### config.mk
export PLATFORM = sky130hd
export DESIGN_NAME = srp_capture_arbiter
export DESIGN_NICKNAME = d
export VERILOG_FILES = /design/src/rtl/srp_capture_arbiter.sv
export SDC_FILE = /design/constraint.sdc
export NUM_CORES = 1
export LEC_CHECK = 0
export ABC_AREA = 1
export CORE_MARGIN = 4
export CORE_UTILIZATION = 50
export DETAILED_ROUTE_END_ITERATION = 10
export DONT_BUFFER_PORTS = 1
export GPL_TIMING_DRIVEN = 0
export SLEW_MARGIN = 10
export SYNTH_ARGS = -nofsm -noshare
export SYNTH_HDL_FRONTEND = slang
export SYNTH_SLANG_ARGS = --single-unit
### constraint.sdc
create_clock -name clk -period 2.77 [get_ports clk]
set_clock_uncertainty 0.1 [all_clocks]
set_input_delay 0.554 -clock clk [delete_from_list [all_inputs] [get_ports clk]]
set_output_delay 0.554 -clock clk [all_outputs]
set_load 0.02 [all_outputs]
### src/rtl/srp_capture_arbiter.sv
// srp_capture_arbiter
// Trigger-based circular capture engine for the 2096x32 SRP sample buffer,
// plus a round-robin arbiter sharing the single RAM port between the
// correlator sample stream (writer) and the readback path (reader).
// Optional feature macro: SRP_WRAP_COUNT_EN adds a saturating 16-bit
// wrap_cnt output that counts ring wraps since the last arm.
module srp_capture_arbiter #(
  parameter int unsigned DEPTH = 2096,
  parameter int unsigned AW    = 12,
  parameter int unsigned DW    = 32
) (
  input  logic          clk,
  input  logic          rst_n,
  input  logic          arm,
  input  logic          trigger,
  input  logic [AW-1:0] post_len,
  input  logic          s_valid,
  input  logic [DW-1:0] s_data,
  output logic          s_ready,
  input  logic          rd_req,
  input  logic [AW-1:0] rd_addr,
  output logic          rd_ready,
  output logic          rd_valid,
  output logic [DW-1:0] rd_data,
  output logic          busy,
  output logic          done,
  output logic [AW-1:0] trig_addr,
  output logic          wrapped,
  output logic          bram_en,
  output logic          bram_we,
  output logic [AW-1:0] bram_addr,
  output logic [DW-1:0] bram_di,
  input  logic [DW-1:0] bram_dout
`ifdef SRP_WRAP_COUNT_EN
  ,
  output logic [15:0]   wrap_cnt
`endif
);

  typedef enum logic [1:0] {
    S_IDLE,
    S_CAPTURE,
    S_POST,
    S_DONE
  } state_t;

  typedef enum logic {
    WIN_WRITE,
    WIN_READ
  } win_t;

  state_t        state, state_nxt;
  win_t          last_win;
  logic [AW-1:0] wr_ptr;
  logic [AW-1:0] post_cnt;
  logic          rd_oor;

  logic wr_elig;
  logic wr_req;
  logic contested;
  logic wr_gnt;
  logic rd_gnt;
  logic rd_in_range;
  logic ptr_at_end;
  logic trig_last;

  // Request qualification and round-robin grant decision
  always_comb begin
    wr_elig     = (state == S_CAPTURE) || (state == S_POST);
    wr_req      = wr_elig && s_valid;
    contested   = wr_req && rd_req;
    s_ready     = wr_elig && (!rd_req || (last_win == WIN_READ));
    rd_ready    = rd_req && (!wr_req || (last_win == WIN_WRITE));
    wr_gnt      = wr_req && s_ready;
    rd_gnt      = rd_req && rd_ready;
    rd_in_range = (rd_addr < AW'(DEPTH));
    ptr_at_end  = (wr_ptr == AW'(DEPTH - 1));
    // A sample accepted in the trigger cycle is the first post-trigger
    // sample, so it consumes one count of post_len.
    trig_last   = (post_len == '0) || (wr_gnt && (post_len == AW'(1)));
  end

  // FSM state register
  always_ff @(posedge clk or negedge rst_n) begin
    if (!rst_n) state <= S_IDLE;
    else        state <= state_nxt;
  end

  // FSM next-state logic; arm restarts capture from any state
  always_comb begin
    state_nxt = state;
    unique case (state)
      S_IDLE: begin
        if (arm) state_nxt = S_CAPTURE;
      end
      S_CAPTURE: begin
        if (arm)          state_nxt = S_CAPTURE;
        else if (trigger) state_nxt = trig_last ? S_DONE : S_POST;
      end
      S_POST: begin
        if (arm)                                   state_nxt = S_CAPTURE;
        else if (wr_gnt && (post_cnt <= AW'(1)))   state_nxt = S_DONE;
      end
      S_DONE: begin
        if (arm) state_nxt = S_CAPTURE;
      end
      default: state_nxt = S_IDLE;
    endcase
  end

  // FSM outputs and RAM port drive
  always_comb begin
    busy      = (state == S_CAPTURE) || (state == S_POST);
    done      = (state == S_DONE);
    bram_en   = wr_gnt || (rd_gnt && rd_in_range);
    bram_we   = wr_gnt;
    bram_addr = '0;
    bram_di   = '0;
    if (wr_gnt) begin
      bram_addr = wr_ptr;
      bram_di   = s_data;
    end else if (rd_gnt) begin
      bram_addr = rd_addr;
    end
  end

  // Capture datapath: write pointer, wrap tracking, trigger bookkeeping.
  // A sample granted in the arm cycle still lands at the old pointer; the
  // restart takes effect from the next cycle.
  always_ff @(posedge clk or negedge rst_n) begin
    if (!rst_n) begin
      wr_ptr    <= '0;
      post_cnt  <= '0;
      trig_addr <= '0;
      wrapped   <= 1'b0;
    end else if (arm) begin
      wr_ptr   <= '0;
      post_cnt <= '0;
      wrapped  <= 1'b0;
    end else begin
      if (wr_gnt) begin
        if (ptr_at_end) begin
          wr_ptr  <= '0;
          wrapped <= 1'b1;
        end else begin
          wr_ptr <= wr_ptr + AW'(1);
        end
      end
      if ((state == S_CAPTURE) && trigger) begin
        trig_addr <= wr_ptr;
        post_cnt  <= (wr_gnt && (post_len != '0)) ? post_len - AW'(1) : post_len;
      end else if ((state == S_POST) && wr_gnt) begin
        post_cnt <= post_cnt - AW'(1);
      end
    end
  end

`ifdef SRP_WRAP_COUNT_EN
  // Saturating count of ring wraps since the last arm
  always_ff @(posedge clk or negedge rst_n) begin
    if (!rst_n)                                            wrap_cnt <= '0;
    else if (arm)                                          wrap_cnt <= '0;
    else if (wr_gnt && ptr_at_end && (wrap_cnt != '1))     wrap_cnt <= wrap_cnt + 16'd1;
  end
`endif

  // Arbiter history: only contested cycles move the round-robin pointer
  always_ff @(posedge clk or negedge rst_n) begin
    if (!rst_n)         last_win <= WIN_READ;
    else if (contested) last_win <= wr_gnt ? WIN_WRITE : WIN_READ;
  end

  // Read response pipeline: valid one cycle after grant, out-of-range flagged
  always_ff @(posedge clk or negedge rst_n) begin
    if (!rst_n) begin
      rd_valid <= 1'b0;
      rd_oor   <= 1'b0;
    end else begin
      rd_valid <= rd_gnt;
      rd_oor   <= rd_gnt && !rd_in_range;
    end
  end

  // Read data passthrough; zero for out-of-range or idle cycles
  always_comb begin
    rd_data = (rd_valid && !rd_oor) ? bram_dout : '0;
  end

endmodule

==> run_results.csv, run 1 <==
group,metric,value,unit
die,start_util,51.3,%
run,drv_cap,0,
timing,setup_viol,0,
clocking,cts_tree,"done",
worst_setup_path,path_max_fanout,10,
worst_setup_path,path_buf_inv,5,
timing,fin_crit,2.63,ns
global_routing,grt_max_degree,43,
yosys,ys_top_cells_by_area,"dfrtp_1, nand2_1, inv_1, nor2_1, nand3_1",
die,die_height,91.5,um
worst_setup_path,critPathLaunch,"state[0]",
finish,n_antenna_cell,0,
worst_setup_path,crit_end,"bram_di[30]",
outcome,status,"finished, final reports clean",
placement,gp_congestion,0.862,
placement,dp.cells,680,
die,io_pins,190,
power,p_leak,2.13,nW
finish,stdcell_count,692,
worst_setup_path,path_cells,"inv_1 -> ha_4 -> inv_4 -> nand2_4 -> nor2_8 -> inv_2 -> buf_4 -> buf_6 -> nor2_4",
worst_setup_path,arrival,1.97,ns
timing,min_period_over_period,94.9,%
power,clkPwrFrac,12.6,%
clocking,clockBufferDepth,2,
timing,fin_tns_setup,0,ns
clocking,clk_latency,0.30,ns
finish,fin_nets,698,
timing,layout_setup_ws,0.142,ns
worst_setup_path,critical_path.slowest_cell,"dfrtp_1",
finish,utilization,59.9,%
finish,area_growth_syn_to_layout,16.9,%
die,coreArea,6790,um2
worst_hold_path,hold_class,"in -> reg",
worst_setup_path,r2r_end,"post_cnt[8]",
yosys,synth_top_cell_by_area,"dfrtp_1",
clocking,numCtsBuffers,5,
detailed_routing,drt_iter0_markers,92,
timing,max_freq,381,MHz
worst_setup_path,slowest_delay,0.41,ns
finish,drive_above_1_share,15.6,%
global_routing,overflow,0,
placement,io_buffer_count,0,
detailed_routing,drt-total-wl,9470,um
yosys,yosys.area.top_type_share,29.4,%
power,pwr-share-seq,26.3,%
worst_setup_path,cp_num_cells,9,
timing,rsz0062_at_grt,"false",
timing,hold_slack,0.213,ns
clocking,htree_levels,2,
worst_setup_path,reg2reg_slack,0.63,ns
worst_setup_path,required,2.12,ns
power,power_switching,1.80,mW
yosys,avgSynthCellArea,5.97,um2
detailed_routing,routed_via_density,5.08,
die,rows,30,
power,vdd_drop_max,0.501,mV
placement,dp_hpwl,7280,um
worst_setup_path,r2r-start,"state[0]",
clocking,clk_pin_slew,0.09,ns
detailed_routing,drc,0,
worst_setup_path,crit_family,"buffers and inverters",
power,p_comb_share,61.2,%
worst_setup_path,crit_path_end_kind,"output pin",
detailed_routing,num_vias,3512,
global_routing,antenna_found_initial,0,
yosys,netlist_area,3480,um2
worst_setup_path,r2r_cells,12,
power,power.density,809,nW/um2
timing,maxSlewHeadroom,69.6,%
die,die_area,8370,um2
die,die_width,91.5,um
detailed_routing,antenna_left,0,
timing,slew_violations,0,
yosys,ys_ff_latch,42,
global_routing,grt_first_pass_wirelength,14900,um
yosys,ys_types,31,
timing,hold_viol,0,
power,p_int,1.49,mW
clocking,numClockSinks,42,
timing,worstMarginPinSlew,0.455,ns
placement,place_ws,0.0308,ns
global_routing,grt_pass1_vias,3224,
power,swShare,54.7,%
global_routing,grt.total_usage,21.6,%
clocking,cts_root_buf,"clkbuf_8",
worst_setup_path,crit_type,"reg -> out",
yosys,yosys_warnings,0,
yosys,ys_seq_area_share,30.2,%
detailed_routing,dr.pass1.iters,4,
detailed_routing,wl_per_cell,13.7,um
worst_setup_path,critPathLaunchType,"flip-flop",
yosys,synthCells,584,
yosys,synth_nets,687,
-- routing by layer --
layer / routed length (um) / part of all wire, % / up-vias / global-route usage (%)
li1: - / - / 1781 / -
met1: 3910 / 41 / 1631 / 26.4
met2: 4940 / 52 / 94 / 38.6
met3: 569 / 6.0 / 6 / 4.81
met4: 55 / 0.58 / 0 / 4.27
met5: 0 / 0 / - / 0
-- cells in the final DEF (no fill, tap or decap), drive strengths merged --
cell type    count
nand2          137
inv            137
nor2           115
dfrtp           41
o21ai           41
nand3           33
a21oi           16
buf             13
nor3            10
nand4            9
ha               9
clkbuf           9
xor2             8
o22ai            4
o21a             2
clkinv           2
clkinvlp         2
a211o            1
or2              1
a21boi           1
o21bai           1
a31oi            1
xnor2            1
dlygate4sd3      1
dfstp            1
-- through the flow --
step / power (mW) / area, um2
6_report: 3.30 / 4070
5_1_grt: 3.58 / 4070
4_1_cts: 3.26 / 4040
3_5_place_dp: 2.59 / 3600
3_3_place_gp: 2.57 / 3600
2_1_floorplan: 2.28 / 3480
-- sequential cells by signal, summed over array words and instances (netlist names) --
name       cells
post_cnt      12
trig_addr     12
wr_ptr        12
state          2
last_win       1
rd_oor         1
rd_valid       1
wrapped        1
-- power by group through the flow --
stage          sequential [mW]  clock, mW  combinational (mW)
6_report                 0.865      0.414                2.02
3_5_place_dp             0.875          0                1.72
3_3_place_gp             0.874          0                1.70
2_1_floorplan            0.849          0                1.43
5_1_grt                  0.887      0.451                2.24
4_1_cts                  0.865      0.425                1.97
-- worst min path at each step --
stage	start	cells past startpoint	endpoint
2_1_floorplan	rst_n	0	post_cnt[0]
4_1_cts	arm	1	state[1]
3_5_place_dp	rst_n	0	trig_addr[6]
3_3_place_gp	rst_n	0	trig_addr[6]
5_1_grt	arm	1	state[1]
6_report	arm	1	state[1]
-- worst register-to-register path, stage by stage (launching register included) --
cell	delay, ns
dfrtp_1	0.41
inv_1	0.12
ha_4	0.23
inv_4	0.10
nand2_4	0.09
nor2_8	0.09
buf_4	0.18
buf_2	0.33
nand3_1	0.12
nand2_1	0.07
nand3_1	0.07
nand2_1	0.07
nand2_1	0.05
-- what timing repair did --
action                                  in CTS  in global routing
gates cloned                                 0                  0
hold buffers                                 2                  0
endpoints found under the setup margin      45                 45
endpoints found under the hold margin       42                  0
setup buffers                                1                  1
resized for setup                           82                  5
pin swaps                                    1                  1
-- area by class of cell --
cell class | instances | area [um2]
sequential | 42 | 1050
multi-input combinational | 390 | 2150
fill | 666 | 2720
inverter | 138 | 520
clock buffer | 5 | 68.8
buffer | 14 | 88.8
clock inverter | 3 | 23.8
timing repair buffer | 4 | 45.0
tap | 96 | 120
-- cells in the mapped netlist --
cell        n
a211o_1     1
a21boi_1    1
a21oi_1    11
a21oi_2     5
a31oi_1     1
buf_2       9
buf_4       1
clkbuf_1    4
clkinv_1    2
dfrtp_1    41
dfstp_2     1
ha_1        9
inv_1     125
inv_2      11
nand2_1   133
nand2_2     4
nand3_1    33
nand4_1     9
nor2_1    109
nor2_2      3
nor2_4      1
nor2_8      2
nor3_1     10
o21a_1      2
o21ai_0    19
o21ai_1    22
o21bai_1    1
o22ai_1     4
or2_2       1
xnor2_1     1
xor2_1      8
-- kinds of logic (layout without fill, tap and decap cells) --
kind of cell    after synthesis  after routing  synth area share, %
simple gates                305            305                 36.8
buf+inv                     152            164                 16.8
compound gates               67             67                 10.7
flops                        42             42                 30.2
fa+ha+maj                     9              9                 3.23
xor+xnor                      9              9                 2.26
No activity file was read; power rests on OpenSTA's default activity.
==> run 2, diff against run 1 <==
--- a/config.mk
+++ b/config.mk
@@ -7,7 +7,7 @@
 export LEC_CHECK = 0
 export ABC_AREA = 1
 export CORE_MARGIN = 4
-export CORE_UTILIZATION = 50
+export CORE_UTILIZATION = 45
 export DETAILED_ROUTE_END_ITERATION = 10
 export DONT_BUFFER_PORTS = 1
 export GPL_TIMING_DRIVEN = 0
==> run 2 against run 1 <==
Compared with the run above: global-route usage down 1.4 points; fmax down 1.0%; routed wire length up 2.1%; first-iteration DRC count up 8.7%; total power up 2.3%; setup slack worse by 0.028 ns; hold slack worse by 0.016 ns; largest power group unchanged; register-to-register slack about the same; utilization down 4.4 points; die area up 10%; highest routed layer unchanged; largest cell class unchanged.
==> run_results.csv, run 2 (synthesis gave the netlist of run 1 again) <==
group,metric,value,unit
run,drv_cap,0,
die,rows,31,
finish,fin_nets,697,
detailed_routing,drc,0,
worst_setup_path,critPathLaunchType,"flip-flop",
placement,dp.cells,683,
global_routing,use_met3,3.99,%
detailed_routing,num_vias,3482,
timing,fin_tns_setup,0,ns
worst_setup_path,r2r_cells,12,
timing,maxSlewHeadroom,70.7,%
placement,io_buffer_count,0,
placement,dp_hpwl,7450,um
clocking,clk_pin_slew,0.09,ns
placement,place_ws,0.0471,ns
timing,layout_setup_ws,0.115,ns
global_routing,antenna_found_initial,0,
detailed_routing,routed_via_density,5.02,
finish,final-seq-area,1050,um2
worst_setup_path,path_buf_inv,5,
die,start_util,47.3,%
worst_setup_path,crit_type,"reg -> out",
worst_setup_path,crit_path_end_kind,"output pin",
worst_setup_path,crit_family,"buffers and inverters",
global_routing,grt_pass1_vias,3285,
global_routing,grt_first_pass_wirelength,14900,um
worst_setup_path,path_max_fanout,10,
detailed_routing,antenna_left,0,
timing,hold_viol,0,
power,p_leak,2.14,nW
finish,layout_commonest_cell,"nand2_1",
global_routing,grt_use_met2,37.4,%
clocking,numCtsBuffers,5,
timing,rsz0062_at_grt,"false",
timing,setup_viol,0,
worst_setup_path,cp_num_cells,9,
clocking,clk_latency,0.30,ns
die,coreArea,7370,um2
die,io_pins,190,
finish,stdcell_count,694,
worst_hold_path,min_path_cells,1,
clocking,htree_levels,2,
global_routing,grtUsageMet1,24.2,%
power,power,3.37,mW
timing,min_period_over_period,95.9,%
finish,drive_above_1_share,15.3,%
power,power.density,824,nW/um2
finish,largestRegisters,"post_cnt x12, trig_addr x12, wr_ptr x12",
worst_setup_path,critical_path.slowest_cell,"dfrtp_1",
die,die_height,96.0,um
global_routing,busiest_layer,"met2",
die,die_width,96.0,um
timing,max_freq,377,MHz
clocking,numClockSinks,42,
finish,nFillCells,748,
worst_setup_path,required,2.12,ns
clocking,cts_root_buf,"clkbuf_8",
detailed_routing,drt-total-wl,9670,um
placement,gp_congestion,0.913,
finish,n_antenna_cell,0,
clocking,cts_tree,"done",
detailed_routing,wl_per_cell,13.9,um
global_routing,grt.total_usage,20.1,%
timing,worstMarginPinSlew,0.437,ns
worst_setup_path,arrival,2.00,ns
detailed_routing,drt_iter0_markers,100,
global_routing,overflow,0,
worst_setup_path,slowest_delay,0.41,ns
finish,area_growth_syn_to_layout,17.5,%
detailed_routing,dr.pass1.iters,5,
power,vdd_drop_max,0.409,mV
worst_setup_path,path_cells,"inv_1 -> ha_4 -> inv_4 -> nand2_4 -> nor2_8 -> inv_2 -> buf_4 -> buf_6 -> nor2_4",
timing,slew_violations,0,
global_routing,grt_max_degree,43,
die,die_area,9220,um2
clocking,clockBufferDepth,2,
worst_hold_path,hold_class,"in -> reg",
finish,final_cell_mix,"nand2_1, inv_1, nor2_1, dfrtp_1, nand3_1",
outcome,status,"finished, final reports clean",
timing,fin_crit,2.66,ns
finish,multi_input_area,2150,um2
## run 2: cell count changes in the layout (fill, tap and decap cells not counted)
cell and change:
buf_12 -1, buf_16 +1, buf_4 -1, bufinv_16 +1
clkbuf_1 +1, clkinvlp_4 -1, inv_6 -1
## run 2: worst paths after layout
check | startpoint | to | slack (ns)
setup / recovery | state[0] | bram_di[9] | 0.11
hold / removal | arm | state[1] | 0.20
setup reg to reg | state[0] | post_cnt[8] | 0.62
hold reg to reg | post_cnt[5] | post_cnt[5] | 0.41
max in group asynchronous | rst_n | last_win | 1.67
min in group asynchronous | rst_n | trig_addr[7] | 0.65
## run 2: what timing repair did
item                       in CTS  in global routing
buffers inserted                1                  0
hold endpoints to repair       42                  0
gates cloned                    0                  0
hold buffers                    2                  0
gates resized for setup        84                  3
pin swaps                       2                  1
setup endpoints to repair      45                 43
## run 2: power breakdown
group / internal [mW] / total [mW] / switching (mW)
combinational: 0.564 / 2.02 / 1.45
sequential: 0.742 / 0.866 / 0.124
clock: 0.269 / 0.492 / 0.223
## run 2: area by class of cell
type / instances / area share, %
Clock inverter: 2 / 0.917
Timing Repair Buffer: 3 / 1.10
Clock buffer: 6 / 1.77
Inverter: 138 / 12.7
Sequential cell: 42 / 25.7
Buffer: 14 / 2.17
Multi-Input combinational cell: 390 / 52.6
Tap cell: 99 / 3.03
## run 2: metrics by stage
step                hold slack [ns]  utilization (%)  instance area [um2]
finish                        0.198             55.6                 4090
global route                  0.189             55.6                 4090
CTS                           0.193             55.3                 4080
detailed placement            0.159             49.0                 3610
global placement              0.159             49.0                 3610
floorplan                     0.158                -                 3480
## run 2: worst reg2reg max path: stages, from the launching register on
cell,delay (ns)
dfrtp_1,0.41
inv_1,0.13
ha_4,0.23
inv_4,0.10
nand2_4,0.09
nor2_8,0.09
buf_4,0.17
buf_2,0.33
nand3_1,0.13
nand2_1,0.07
nand3_1,0.07
nand2_1,0.08
nand2_1,0.04
## run 2: per-layer routing
metal / vias to the layer above / wire length, um
met1: 1598 / 3940
met2: 102 / 5030
met4: 0 / 53
met3: 8 / 651
li1: 1774 / -
met5: - / 0
